<file path="src/rtl/pattern_gen_multi.sv">
// Display test-pattern generator: solid levels, colour bars, ramp, checker, moving bar, colour cycle.
// Latency: 2 cycles from hcnt/vcnt/de_in to R/G/B/de_out; mode changes take effect at frame_start.
// Backpressure: none; free-running at pixel rate, every cycle produces an output.
module pattern_gen_multi #(
    parameter int DW       = 8,
    parameter int HW       = 11,
    parameter int VW       = 12,
    parameter int H_ACTIVE = 1920,
    parameter int CHK_LOG2 = 6,
    parameter int MOV_W    = 64,
    parameter int MOV_STEP = 4,
    parameter int CYC_FRMS = 60
) (
    input  logic          clk,
    input  logic          rst,
    input  logic [3:0]    mode,
    input  logic          frame_start,
    input  logic          de_in,
    input  logic [HW-1:0] hcnt,
    input  logic [VW-1:0] vcnt,
    output logic [DW-1:0] R,
    output logic [DW-1:0] G,
    output logic [DW-1:0] B,
    output logic          de_out,
    output logic [3:0]    mode_active
);

    localparam int BW  = H_ACTIVE / 8;
    localparam int OW  = $clog2(BW + 1);
    localparam int PW0 = $clog2(H_ACTIVE + MOV_W) + 1;
    localparam int AW  = (HW > PW0) ? HW : PW0;
    localparam int CW  = $clog2(CYC_FRMS + 1);
    localparam logic [DW-1:0] FS = {DW{1'b1}};

    typedef enum logic [1:0] {C_RED, C_GREEN, C_BLUE, C_WHITE} cyc_t;

    function automatic logic [DW-1:0] lvl(input logic [7:0] x);
        return DW'(x) << (DW - 8);
    endfunction

    // Only the checker bit of vcnt is used.
    logic unused_vcnt;
    assign unused_vcnt = ^vcnt;

    always_ff @(posedge clk or posedge rst) begin
        if (rst)
            mode_active <= '0;
        else if (frame_start)
            mode_active <= mode;
    end

    // Sequential bar counter, restarted at the first active pixel of each line.
    logic          de_prev;
    logic [2:0]    bar_idx, cur_idx;
    logic [OW-1:0] bar_off, cur_off;
    logic          de_rise;

    assign de_rise = de_in & ~de_prev;
    assign cur_idx = de_rise ? 3'd0 : bar_idx;
    assign cur_off = de_rise ? '0 : bar_off;

    always_ff @(posedge clk or posedge rst) begin
        if (rst) begin
            de_prev <= 1'b0;
            bar_idx <= '0;
            bar_off <= '0;
        end else begin
            de_prev <= de_in;
            if (de_in) begin
                if (cur_off == OW'(BW - 1)) begin
                    bar_off <= '0;
                    bar_idx <= (cur_idx == 3'd7) ? cur_idx : cur_idx + 3'd1;
                end else begin
                    bar_off <= cur_off + OW'(1);
                    bar_idx <= cur_idx;
                end
            end
        end
    end

    // Moving-bar position advances every frame regardless of the displayed mode.
    logic [AW-1:0] pos, hx;
    logic          in_bar;

    assign hx     = AW'(hcnt);
    assign in_bar = (hx >= pos) && (hx < pos + AW'(MOV_W));

    always_ff @(posedge clk or posedge rst) begin
        if (rst)
            pos <= '0;
        else if (frame_start)
            pos <= (pos + AW'(MOV_STEP) >= AW'(H_ACTIVE)) ? '0 : pos + AW'(MOV_STEP);
    end

    // Colour-cycle FSM: held at RED/0 while another mode is latched.
    cyc_t          cyc_q, cyc_d;
    logic [CW-1:0] cyc_cnt, cyc_cnt_d;

    always_ff @(posedge clk or posedge rst) begin
        if (rst) begin
            cyc_q   <= C_RED;
            cyc_cnt <= '0;
        end else begin
            cyc_q   <= cyc_d;
            cyc_cnt <= cyc_cnt_d;
        end
    end

    always_comb begin
        cyc_d     = cyc_q;
        cyc_cnt_d = cyc_cnt;
        if (frame_start) begin
            if (mode_active == 4'd8) begin
                if (cyc_cnt == CW'(CYC_FRMS - 1)) begin
                    cyc_cnt_d = '0;
                    case (cyc_q)
                        C_RED:   cyc_d = C_GREEN;
                        C_GREEN: cyc_d = C_BLUE;
                        C_BLUE:  cyc_d = C_WHITE;
                        default: cyc_d = C_RED;
                    endcase
                end else begin
                    cyc_cnt_d = cyc_cnt + CW'(1);
                end
            end else begin
                cyc_d     = C_RED;
                cyc_cnt_d = '0;
            end
        end
    end

    // Bar order white..black: R off for bars 2,3,6,7; G off for 4..7; B off for odd bars.
    logic [DW-1:0] r_n, g_n, b_n;

    always_comb begin
        r_n = '0;
        g_n = '0;
        b_n = '0;
        case (mode_active)
            4'd0: begin r_n = FS; g_n = FS; b_n = FS; end
            4'd1: begin r_n = lvl(8'd127); g_n = lvl(8'd127); b_n = lvl(8'd127); end
            4'd2: begin r_n = lvl(8'd159); g_n = lvl(8'd159); b_n = lvl(8'd159); end
            4'd3: begin r_n = lvl(8'd95);  g_n = lvl(8'd95);  b_n = lvl(8'd95);  end
            4'd4: begin
                r_n = cur_idx[1] ? '0 : FS;
                g_n = cur_idx[2] ? '0 : FS;
                b_n = cur_idx[0] ? '0 : FS;
            end
            4'd5: begin r_n = DW'(hcnt); g_n = DW'(hcnt); b_n = DW'(hcnt); end
            4'd6: begin
                if (hcnt[CHK_LOG2] ^ vcnt[CHK_LOG2]) begin
                    r_n = FS; g_n = FS; b_n = FS;
                end
            end
            4'd7: begin
                if (in_bar) begin
                    r_n = FS; g_n = FS; b_n = FS;
                end
            end
            4'd8: begin
                case (cyc_q)
                    C_RED:   r_n = FS;
                    C_GREEN: g_n = FS;
                    C_BLUE:  b_n = FS;
                    default: begin r_n = FS; g_n = FS; b_n = FS; end
                endcase
            end
            default: ;
        endcase
    end

    logic          de_d1;
    logic [DW-1:0] r_d1, g_d1, b_d1;

    always_ff @(posedge clk or posedge rst) begin
        if (rst) begin
            de_d1  <= 1'b0;
            r_d1   <= '0;
            g_d1   <= '0;
            b_d1   <= '0;
            de_out <= 1'b0;
            R      <= '0;
            G      <= '0;
            B      <= '0;
        end else begin
            de_d1  <= de_in;
            r_d1   <= r_n;
            g_d1   <= g_n;
            b_d1   <= b_n;
            de_out <= de_d1;
            R      <= de_d1 ? r_d1 : '0;
            G      <= de_d1 ? g_d1 : '0;
            B      <= de_d1 ? b_d1 : '0;
        end
    end

endmodule

</file>
<file path="config.mk">
export PLATFORM = sky130hd
export DESIGN_NAME = pattern_gen_multi
export DESIGN_NICKNAME = d
export VERILOG_FILES = /design/src/rtl/pattern_gen_multi.sv
export SDC_FILE = /design/constraint.sdc
export NUM_CORES = 1
export LEC_CHECK = 0
export ABC_AREA = 0
export ABC_CLOCK_PERIOD_IN_PS = 3700
export BUFFER_PORTS_ARGS = -buffer_cell sky130_fd_sc_hd__clkbuf_2
export CORE_UTILIZATION = 45
export CTS_CLUSTER_DIAMETER = 30
export DETAILED_ROUTE_END_ITERATION = 10
export HOLD_SLACK_MARGIN = 0.06
export MAX_ROUTING_LAYER = met4
export PLACE_DENSITY_LB_ADDON = 0.08
export REMOVE_ABC_BUFFERS = 1
export SLEW_MARGIN = 20
export SYNTH_ARGS = -nofsm -noshare
export SYNTH_HDL_FRONTEND = slang
export SYNTH_SLANG_ARGS = --single-unit
</file>
<file path="constraint.sdc">
create_clock -name clk -period 3.7 [get_ports clk]
set_clock_uncertainty 0.2 [all_clocks]
set_input_delay 0.74 -clock clk [delete_from_list [all_inputs] [get_ports clk]]
set_output_delay 0.74 -clock clk [all_outputs]
set_load 0.02 [all_outputs]
</file>
Word level (Yosys, flattened, before mapping):

Cells that the tools add are included.

* output and inout bits: 29
* input bits: 31
* register bits: 85

* eq/ne operators: 14
* reduce and logical (&&, ||, !) cells: 7
* $add $sub $neg: 5
* multiplexer cells: 25
* bitwise gates (word level): 3
* magnitude comparators: 3

Operators by type and width (count)
* $pmux W8 S9: 3
* $mux W8: 13
* $eq A4 B3 Y1 const B: 4
* $add A12 B3 Y12 const B: 1
* $add A12 B7 Y12 const B: 1
* $ge A11 B12 Y1: 1
* $ge A12 B11 Y1 const B: 1
* $lt A11 B12 Y1: 1
* $mux W12: 1
* $mux W6: 2
* $mux W3: 3
* $add A8 B1 Y8 const B: 1
* $eq A4 B2 Y1 const B: 2
* $eq A8 B8 Y1 const B: 1
* $add A6 B1 Y6 const B: 1
* $eq A6 B6 Y1 const B: 1
* $pmux W2 S3: 1
* $reduce_or A2 Y1: 3
* $eq A4 B1 Y1 const B: 1
* $eq A4 B4 Y1 const B: 1
* $logic_not A4 Y1: 1
* $mux W2: 2
* $add A3 B1 Y3 const B: 1
* $eq A3 B3 Y1 const B: 1
* 9 further kinds: 9

Longest topological paths before layout:

Gate-level depths: netlist (run 1).

* word-level depth: 6
* depth in mapped cells: 9
* gate-level depth less buffers: 9

Worst setup path before layout (run 1):

Ideal clock, no wire load.

* kind: input -> register
* start: input port de_in
* end: register bar_off[5]
* stages: 8
* slack: 1.237 ns
* path buffers: 0
* library setup time: 0.122 ns
* required time: 3.378 ns
* arrival time: 2.141 ns
* cell sequence: nand2b_1 -> and2_1 -> ha_1 -> nand3_1 -> or3b_4 -> o21ai_0 -> o21ai_0 -> a32o_1

* longest elaborated chain between the ends: 4
* elaborated cells between the ends (all ways): 5

RTL lines
* start, declared: RTL line 18 `input logic de_in,`
* $and A1 B1 Y1: RTL line 58 `assign de_rise = de_in & ~de_prev;`
* $mux W8: RTL line 60 `assign cur_off = de_rise ? '0 : bar_off;`
* $add A8 B1 Y8 or $eq A8 B8 Y1 (tied branches): RTL line 74, 70
* $mux W8: RTL line 70 `if (cur_off == OW'(BW - 1)) begin`
* end signal, assigned: RTL line 74 `bar_off <= cur_off + OW'(1);`
* end, declared: RTL line 55 `logic [OW-1:0] bar_off, cur_off;`

Several ways; a longest one is shown, not always the timed one.
A chain may end at the register's enable or synchronous reset.

Final worst setup path (run 1):

Ends and elaborated chain as after synthesis.

==> results of run 1 <==
[sequential cells by signal, summed over array words and instances, names as in the netlist]
register     flops
pos             10
B                8
r_d1             8
de_d1            1
mode_active      4
R                8
bar_off          8
de_out           1
cyc_q            2
b_d1             8
cyc_cnt          6
g_d1             8
G                8
bar_idx          3
[per-stage QoR]
step / setup slack [ns] / hold WS [ns] / cell area [sq um]
6_report: 1.12 / 0.253 / 4590
4_1_cts: 1.13 / 0.255 / 4590
2_1_floorplan: 0.623 / 0.234 / 4000
3_3_place_gp: 0.778 / 0.239 / 4410
5_1_grt: 0.943 / 0.277 / 4590
3_5_place_dp: 0.763 / 0.240 / 4410
[cells by family (layout without fill, tap and decap cells)]
kind of cell             after synthesis  in the layout  share of synthesized area, %
AND/OR/NAND/NOR                      149            149                          20.1
AO/OA/AOI/OAI                         84             84                          13.8
flip-flops                            83             83                          50.7
buffers and inverters                 37             90                          4.37
adder cells (fa/ha/maj)               24             24                          7.33
XOR/XNOR                               8              8                          1.71
multiplexers                           7              7                          1.96
[area by class of cell]
class | instances | area (sq um)
fillers | 809 | 4180
flip-flops and latches | 83 | 2080
multi-input cells | 272 | 1840
repair buffers | 52 | 270
well taps | 108 | 135
clock buffers | 9 | 124
inverters | 22 | 85.1
clock inverters | 7 | 57.6
[synth_stat cells (3+ instances only)]
library cell and number:
ha_1 24, dfrtp_1 83, buf_6 4, clkbuf_1 7
o22ai_1 3, o21ai_0 18, xnor2_1 6, a21o_1 3
a22o_1 7, nand4_1 4, mux2_2 5, o41ai_1 3
and2_1 29, nand3_1 37, a32o_1 3, nand2b_1 6
o21bai_1 3, nor2b_1 3, a21oi_1 20, o21ai_1 7
nand2_1 24, nor2_1 16, inv_1 22, nor3_1 9
o2bb2ai_1 3
[layer usage]
metal / vias up / routed length (um) / GRT usage (%)
li1: 1480 / - / -
met1: 1408 / 3850 / 25.6
met2: 60 / 3640 / 27.2
met3: 6 / 285 / 3.38
met4: 0 / 85 / 7.13
met5: - / 0 / -
[worst max-delay path, stage by stage]
cell      delay [ns]
clkbuf_2        0.21
nand2b_1        0.22
and2_1          0.15
ha_1            0.18
nand3_1         0.14
or3b_4          0.44
o21ai_0         0.21
o21ai_0         0.11
a32o_1          0.22
[where the power goes]
group / switching [mW] / internal, mW
Sequential: 0.0929 / 1.03
Combinational: 0.268 / 0.189
Clock: 0.364 / 0.255
[worst paths after layout]
check,from,endpoint
worst min-delay path,g_d1[1]$_DFF_PP0_,G[1]$_DFF_PP0_
worst max-delay path,de_in,bar_off[5]$_DFFE_PP0P_
min in group asynchronous,rst,de_out$_DFF_PP0_
worst min register to register,g_d1[1]$_DFF_PP0_,G[1]$_DFF_PP0_
max in group asynchronous,rst,cyc_cnt[4]$_DFFE_PP0P_
worst max register to register,de_d1$_DFF_PP0_,bar_off[5]$_DFFE_PP0P_
[cells in the final DEF (no fill, tap or decap), types with 9 or more instances in the layout]
master / count
dfrtp_1: 83
clkbuf_2: 48
nand3_1: 37
and2_1: 29
nand2_1: 24
ha_1: 24
inv_1: 21
a21oi_1: 20
o21ai_0: 18
nor2_1: 16
nor3_1: 9
clkbuf_8: 9
==> qor.csv, run 1 <==
stage;metric;value;unit
synth;Avg Synthesized Cell Area;10.4;sq um
placed_design;Placed Instances;537;
clock_tree;clock transition at the registers of the reported paths;0.09;ns
floorplan;DIE WIDTH;97.4;um
pwr;PD cells;479;mW/mm^2
grt;vias in the first global route;2795;
setup_path;WP data arrival;2.63;ns
clock_tree;clock latency on the worst-skew pair;0.35;ns
layout;final core utilization;52.4;%
placed_design;DPL Wire Length;5520;um
sta;period utilization;69.7;%
grt;first-pass GRT wire length;13600;um
layout;Finished Layout Cells;553;
route;DRT iter0 DRCs;122;
route;via count;2954;
synth;top post-synthesis cells by area;dfrtp_1, ha_1, nand3_1;
clock_tree;hold buffer count at cts;0;
setup_path;critical path class;in2reg;
clock_tree;clk buf depth;2;
floorplan;row count;34;
synth;sequential fraction of the synthesis area;50.7;%
clock_tree;CTS sink cnt;83;
route;wire length per cell;14.2;um
pwr;Pwr Total;2.20;mW
clock_tree;cells resized by post-CTS repair;0;
pwr;static leakage;2.22;nW
floorplan;# IOs;60;
grt;GRT Util Overall;18.5;%
layout;layout cell share with drive strength beyond 1;20.2;%
sta;worst slew pin tran;0.731;ns
sta;Final setup viols;0;
route;Post-DRT Antenna Nets;0;
floorplan;Die ar.;0.00949;sq mm
route;Initial DRT Pass Iterations;5;
clock_tree;post-CTS setup buffer count;0;
run_status;outcome;completed;
setup_path;crit path launch type;primary input;
route;# DRC;0;
sta;fmax;0.388;GHz
pwr;Max IR drop VDD;276;uV
clock_tree;CTS tree;yes;
setup_path;CP max FO;17;
worst_hold_path;worst hold path depth;1;
synth;Synth Register Bits;83;
sta;final hold vios;0;
clock_tree;cts bufs inserted;9;
grt;pin count of the biggest net entering global routing;63;
route;final WL;7860;um
synth;number of synthesized flops with an enable pin;0;
placed_design;gp weighted congestion;0.847;
setup_path;cells on worst reg2reg path;8;
sta;Setup TNS;0;ns
clock_tree;H-tree Lvls;3;
grt;Overflow after GRT;0;
layout;diode count;0;
synth;Ys Warns;0;
floorplan;Die Y;97.4;um
worst_hold_path;Hold WC Path Type;reg2reg;
clock_tree;clk root buf;clkbuf_8;
setup_path;CP required;3.75;ns
synth;Mapped Cells;392;
route;vias per cell;5.34;
placed_design;port bufs;48;
sta;crit path time final;2.58;ns
setup_path;R2R Setup Slk;1.15;ns
sta;RSZ-0062 raised after global routing;false;
synth;post-synth cell types;56;
synth;synthesized cell area;0.00410;sq mm
layout;area grow syn2layout;12.0;%
floorplan;total core area;0.00876;sq mm
synth;area leader, netlist;dfrtp_1;
synth;Top FF cell, synth;dfrtp_1;
setup_path;CP endpoint kind;register;
layout;nets;495;
job;Max-Cap Viols;0;
floorplan;starting density of the core;46.7;%
synth;Yosys top cell area share;50.7;%
sta;Max Transition Viols Final;0;
synth;FFs w/ async S/R, synth;100;%
sta;Rel. slew slack;51.2;%
grt;initial antenna violation count;0;
(Power assumes the default switching activity.)
==> run 2, diff against run 1 <==
--- a/config.mk
+++ b/config.mk
@@ -6,7 +6,7 @@
 export NUM_CORES = 1
 export LEC_CHECK = 0
 export ABC_AREA = 0
-export ABC_CLOCK_PERIOD_IN_PS = 3700
+export ABC_CLOCK_PERIOD_IN_PS = 2340
 export BUFFER_PORTS_ARGS = -buffer_cell sky130_fd_sc_hd__clkbuf_2
 export CORE_UTILIZATION = 45
 export CTS_CLUSTER_DIAMETER = 30
==> constraint.sdc (replaced) <==
create_clock -name clk -period 2.34 [get_ports clk]
set_clock_uncertainty 0.2 [all_clocks]
set_input_delay 0.468 -clock clk [delete_from_list [all_inputs] [get_ports clk]]
set_output_delay 0.468 -clock clk [all_outputs]
set_load 0.02 [all_outputs]
==> run 2 against run 1 <==
Net effect:
- setup slack worse by 1.0 ns
- register-to-register slack worse by 1.1 ns
- hold slack worse by 0.11 ns
- non-clock buffer count up 19
- sequential share of layout area shrank 1.9 points
- flip-flop and latch count did not move
- critical path depth down 2
- critical path type is now reg2reg
- largest cell class unchanged
==> qor.csv, run 2 (synthesized netlist as in run 1, its figures left out) <==
stage;metric;value;unit
floorplan;total core area;0.00876;sq mm
layout;diode count;0;
floorplan;Die Y;97.4;um
floorplan;starting density of the core;46.7;%
setup_path;CP max FO;8;
pwr;PD cells;744;mW/mm^2
sta;RSZ-0062 raised after global routing;false;
setup_path;Worst path slowest cell;dfrtp_1;
pwr;Flop pwr share;48.9;%
layout;final core utilization;54.7;%
route;final WL;8050;um
grt;first-pass GRT wire length;13600;um
job;Max-Cap Viols;0;
setup_path;delay-heaviest family, CP;compound AO/OA/AOI/OAI gates;
route;Initial DRT Pass Iterations;4;
sta;Setup TNS;0;ns
route;# DRC;0;
clock_tree;CTS tree;yes;
clock_tree;H-tree Lvls;3;
grt;vias in the first global route;2854;
floorplan;Die ar.;0.00949;sq mm
grt;GRT Util Overall;18.4;%
layout;most common cell after layout, fill and taps aside;dfrtp_1;
layout;nets;514;
grt;initial antenna violation count;0;
pwr;Switching Share;32.8;%
layout;area grow syn2layout;17.1;%
sta;Final setup viols;0;
sta;crit path time final;2.26;ns
placed_design;DPL Wire Length;5600;um
route;via count;3035;
run_status;outcome;completed;
setup_path;critical path class;reg2reg;
clock_tree;clk root buf;clkbuf_8;
grt;Overflow after GRT;0;
pwr;internal power;2.39;mW
floorplan;DIE WIDTH;97.4;um
pwr;Pwr Total;3.57;mW
clock_tree;CTS sink cnt;83;
sta;final hold vios;0;
sta;fmax;0.443;GHz
layout;max FFs per register;10;
setup_path;Largest stage delay, worst path;0.44;ns
setup_path;crit path launch type;register;
sta;final setup margin;0.0811;ns
placed_design;port bufs;48;
route;DRT iter0 DRCs;96;
floorplan;row count;34;
grt;pin count of the biggest net entering global routing;84;
clock_tree;clock latency on the worst-skew pair;0.36;ns
layout;commonest non-fill, non-tap cells in the layout;dfrtp_1, clkbuf_2, nand3_1, and2_1, nand2_1;
route;vias per cell;5.31;
worst_hold_path;Hold WC Path Type;in2reg;
clock_tree;clk buf depth;2;
layout;layout cell share with drive strength beyond 1;24.1;%
sta;worst slew pin tran;0.612;ns
setup_path;CP endpoint kind;register;
layout;Largest Register;pos;
placed_design;Place WS;-0.0234;ns
route;wire length per cell;14.1;um
clock_tree;cts bufs inserted;9;
sta;Max Transition Viols Final;0;
sta;period utilization;96.5;%
clock_tree;clock transition at the registers of the reported paths;0.09;ns
route;Post-DRT Antenna Nets;0;
floorplan;# IOs;60;
pwr;part of the power in the clock network;27.3;%
sta;Rel. slew slack;58.8;%
pwr;Max IR drop VDD;397;uV
placed_design;gp weighted congestion;0.866;
setup_path;Bufs and invs on worst path;0;
setup_path;cells along the critical path;ha_4 > and4_4 > mux2i_2 > o21ai_2 > a31oi_4 > o21ai_1 > a22o_1;
setup_path;WP data arrival;2.31;ns
pwr;sw power;1.17;mW
pwr;logic gate share of total power;23.8;%
pwr;static leakage;2.32;nW
setup_path;CP required;2.39;ns
-- run 2: cell count changes in the layout (fill, tap and decap cells not counted), moves of 2 or more --
cell           before  now
ha_1               24   22
dlygate4sd3_1       0    2
buf_12              0    2
ha_4                0    2
buf_4               4   19
-- run 2: worst reg2reg max path, stage by stage (launching register included) --
cell and delay, ns:
dfrtp_1 0.44, ha_4 0.18, and4_4 0.26, mux2i_2 0.26, o21ai_2 0.11, a31oi_4 0.35
o21ai_1 0.12, a22o_1 0.23
-- run 2: per-stage QoR --
step | cell area [sq um] | cells | hold WS, ns
after CTS | 4750 | 571 | 0.126
final | 4790 | 572 | 0.142
after floorplan | 4000 | 377 | 0.234
after global placement | 4550 | 553 | 0.236
after detailed placement | 4550 | 553 | 0.239
after global routing | 4790 | 572 | 0.123
-- run 2: per-layer routing --
layer / track usage, % / wire [um] / up-vias
li1: - / - / 1520
met1: 24.8 / 3950 / 1437
met2: 27.6 / 3640 / 67
met3: 3.38 / 310 / 11
met4: 7.24 / 148 / 0
met5: - / 0 / -
-- run 2: worst paths after layout --
path,from,endpoint,slack (ns),cells after the start
setup / recovery,pos[2]$_DFFE_PP0P_,pos[5]$_DFFE_PP0P_,0.08,7
hold / removal,mode[0],mode_active[0]$_DFFE_PP0P_,0.14,2
setup reg to reg,pos[2]$_DFFE_PP0P_,pos[5]$_DFFE_PP0P_,0.08,7
hold reg to reg,g_d1[1]$_DFF_PP0_,G[1]$_DFF_PP0_,0.25,1
max in group asynchronous,rst,pos[3]$_DFFE_PP0P_,1.07,4
min in group asynchronous,rst,B[2]$_DFF_PP0_,0.53,4
-- run 2: layout make-up --
cell class                      count  area (sq um)
Fill cell                         765          3970
Multi-Input combinational cell    272          1870
Inverter                           22          83.8
Clock buffer                        9           124
Clock inverter                      7          58.8
Sequential cell                    83          2080
Tap cell                          108           135
Timing Repair Buffer               71           443
-- run 2: what timing repair did --
action                                 in CTS  in global routing
endpoints found under the hold margin      84                  0
setup endpoints to repair                   0                 30
setup buffers                               0                  1
resized for setup                           0                  7
hold buffers                                2                  0
-- run 2: power groups by stage --
stage	clock network (mW)	logic, mW	registers [mW]
after floorplan	0	0.455	1.84
after global placement	0	0.793	1.76
after detailed placement	0	0.812	1.76
after CTS	1.01	0.821	1.73
after global routing	1.07	0.946	1.78
final	0.974	0.848	1.74
==> run 3, diff against run 2 <==
--- a/config.mk
+++ b/config.mk
@@ -5,9 +5,9 @@
 export SDC_FILE = /design/constraint.sdc
 export NUM_CORES = 1
 export LEC_CHECK = 0
-export ABC_AREA = 0
 export ABC_CLOCK_PERIOD_IN_PS = 2340
 export BUFFER_PORTS_ARGS = -buffer_cell sky130_fd_sc_hd__clkbuf_2
+export CORE_MARGIN = 2
 export CORE_UTILIZATION = 45
 export CTS_CLUSTER_DIAMETER = 30
 export DETAILED_ROUTE_END_ITERATION = 10
==> run 3 against run 2 <==
Net effect:
- maximum frequency is 0.36% higher
- cell area is 1.6% higher
- clock power is 23% higher
- die area is 4.1% higher
- flip-flop and latch count stayed put
- via count is 0.26% lower
- hold slack worse by 0.010 ns
- sequential power hardly changed
- cell count is 0.52% higher
- non-clock buffer count is 3 higher
- total power is 7.3% higher
==> qor.csv, run 3 (synthesized netlist as in run 1, its figures left out) <==
stage;metric;value;unit
pwr;sw power;1.19;mW
sta;final setup margin;0.0891;ns
clock_tree;cts bufs inserted;9;
grt;vias in the first global route;2917;
layout;Finished Layout Cells;575;
layout;diode count;0;
route;via count;3027;
pwr;part of the power in the clock network;31.5;%
sta;RSZ-0062 raised after global routing;true;
sta;period utilization;96.2;%
route;Post-DRT Antenna Nets;0;
placed_design;Place WS;-0.0300;ns
floorplan;# IOs;60;
clock_tree;clock transition at the registers of the reported paths;0.10;ns
pwr;internal power;2.63;mW
layout;max FFs per register;10;
pwr;PD cells;785;mW/mm^2
sta;final hold vios;0;
grt;first-pass GRT wire length;13600;um
placed_design;DPL Wire Length;5820;um
layout;nets;517;
sta;Rel. slew slack;56.6;%
floorplan;Die Y;99.4;um
pwr;Switching Share;31.2;%
setup_path;WP data arrival;2.33;ns
sta;Hold WS;0.132;ns
sta;crit path time final;2.25;ns
grt;pin count of the biggest net entering global routing;61;
pwr;static leakage;2.36;nW
sta;Final setup viols;0;
layout;commonest non-fill, non-tap cells in the layout;dfrtp_1, clkbuf_2, nand3_1, and2_1, nand2_1;
layout;area grow syn2layout;19.0;%
sta;worst slew pin tran;0.645;ns
route;final WL;8140;um
placed_design;Placed Instances;555;
grt;Overflow after GRT;0;
setup_path;critical path class;reg2reg;
clock_tree;CTS sink cnt;83;
placed_design;port bufs;48;
sta;fmax;0.444;GHz
worst_hold_path;Hold WC Path Type;in2reg;
layout;layout cell share with drive strength beyond 1;25.1;%
floorplan;Die ar.;0.00988;sq mm
sta;Max Transition Viols Final;0;
pwr;Flop pwr share;45.6;%
layout;Largest Register;pos;
route;vias per cell;5.26;
grt;GRT Util Overall;17.8;%
pwr;logic gate share of total power;22.9;%
job;Max-Cap Viols;0;
setup_path;CP max FO;24;
route;# DRC;0;
clock_tree;clock latency on the worst-skew pair;0.36;ns
setup_path;crit path launch type;register;
floorplan;starting density of the core;46.7;%
setup_path;cells on worst reg2reg path;9;
route;DRT iter0 DRCs;97;
layout;final core utilization;55.6;%
clock_tree;CTS tree;yes;
route;wire length per cell;14.2;um
clock_tree;clk buf depth;2;
route;Initial DRT Pass Iterations;4;
setup_path;CP required;2.42;ns
floorplan;DIE WIDTH;99.4;um
floorplan;total core area;0.00876;sq mm
grt;initial antenna violation count;0;
worst_hold_path;worst hold path depth;2;
pwr;Pwr Total;3.83;mW
setup_path;CP endpoint kind;register;
layout;most common cell after layout, fill and taps aside;dfrtp_1;
clock_tree;clk root buf;clkbuf_8;
run_status;outcome;completed;
clock_tree;H-tree Lvls;3;
placed_design;gp weighted congestion;0.859;
pwr;Max IR drop VDD;336;uV
floorplan;row count;34;
==> run 3: metal layers <==
metal  global-route usage (%)  vias to the layer above  wire [um]
met5                        -                        -          0
met4                     7.17                        0        156
li1                         -                     1528          -
met2                     26.9                       61       3640
met1                     24.1                     1423       4010
met3                     3.09                       15        335
==> run 3: cell type report <==
class | instances | area [sq um]
Clock buffer | 9 | 124
Fill cell | 785 | 3890
Clock inverter | 7 | 109
Tap cell | 108 | 135
Sequential cell | 83 | 2080
Timing Repair Buffer | 74 | 465
Inverter | 22 | 83.8
Multi-Input combinational cell | 272 | 1880
==> run 3: power groups by stage <==
stage	sequential, mW	clock [mW]	combinational, mW
final	1.74	1.20	0.876
after global routing	1.78	1.28	0.989
after CTS	1.73	1.24	0.843
after detailed placement	1.76	0	0.835
after global placement	1.76	0	0.815
after floorplan	1.84	0	0.455
==> run 3: stage by stage <==
step	TNS [ns]	instance area [sq um]
floorplan	-39.16	4000
global placement	0	4570
detailed placement	-0.0571	4570
CTS	0	4820
global route	-0.0120	4870
finish	0	4870
==> run 3: final timing paths <==
path / from / endpoint / slack, ns
worst max-delay path: pos[6]$_DFFE_PP0P_ / b_d1[1]$_DFF_PP0_ / 0.09
worst min-delay path: mode[1] / mode_active[1]$_DFFE_PP0P_ / 0.13
worst max register to register: pos[6]$_DFFE_PP0P_ / b_d1[1]$_DFF_PP0_ / 0.09
worst min register to register: b_d1[1]$_DFF_PP0_ / B[1]$_DFF_PP0_ / 0.25
max in group asynchronous: rst / pos[3]$_DFFE_PP0P_ / 0.87
min in group asynchronous: rst / G[0]$_DFF_PP0_ / 0.43
==> run 3: worst max-delay path, stage by stage (launching register included) <==
cell	delay (ns)
dfrtp_1	0.43
buf_4	0.16
nand3_2	0.10
xnor2_1	0.20
ha_1	0.28
a211o_1	0.28
a41oi_2	0.17
o211ai_2	0.12
buf_12	0.18
nand3_1	0.07
==> run 3: what timing repair did <==
action	CTS	global route
hold endpoints to repair	24	0
resized for setup	0	9
hold buffers	2	0
setup buffers	0	2
setup endpoints to repair	0	25
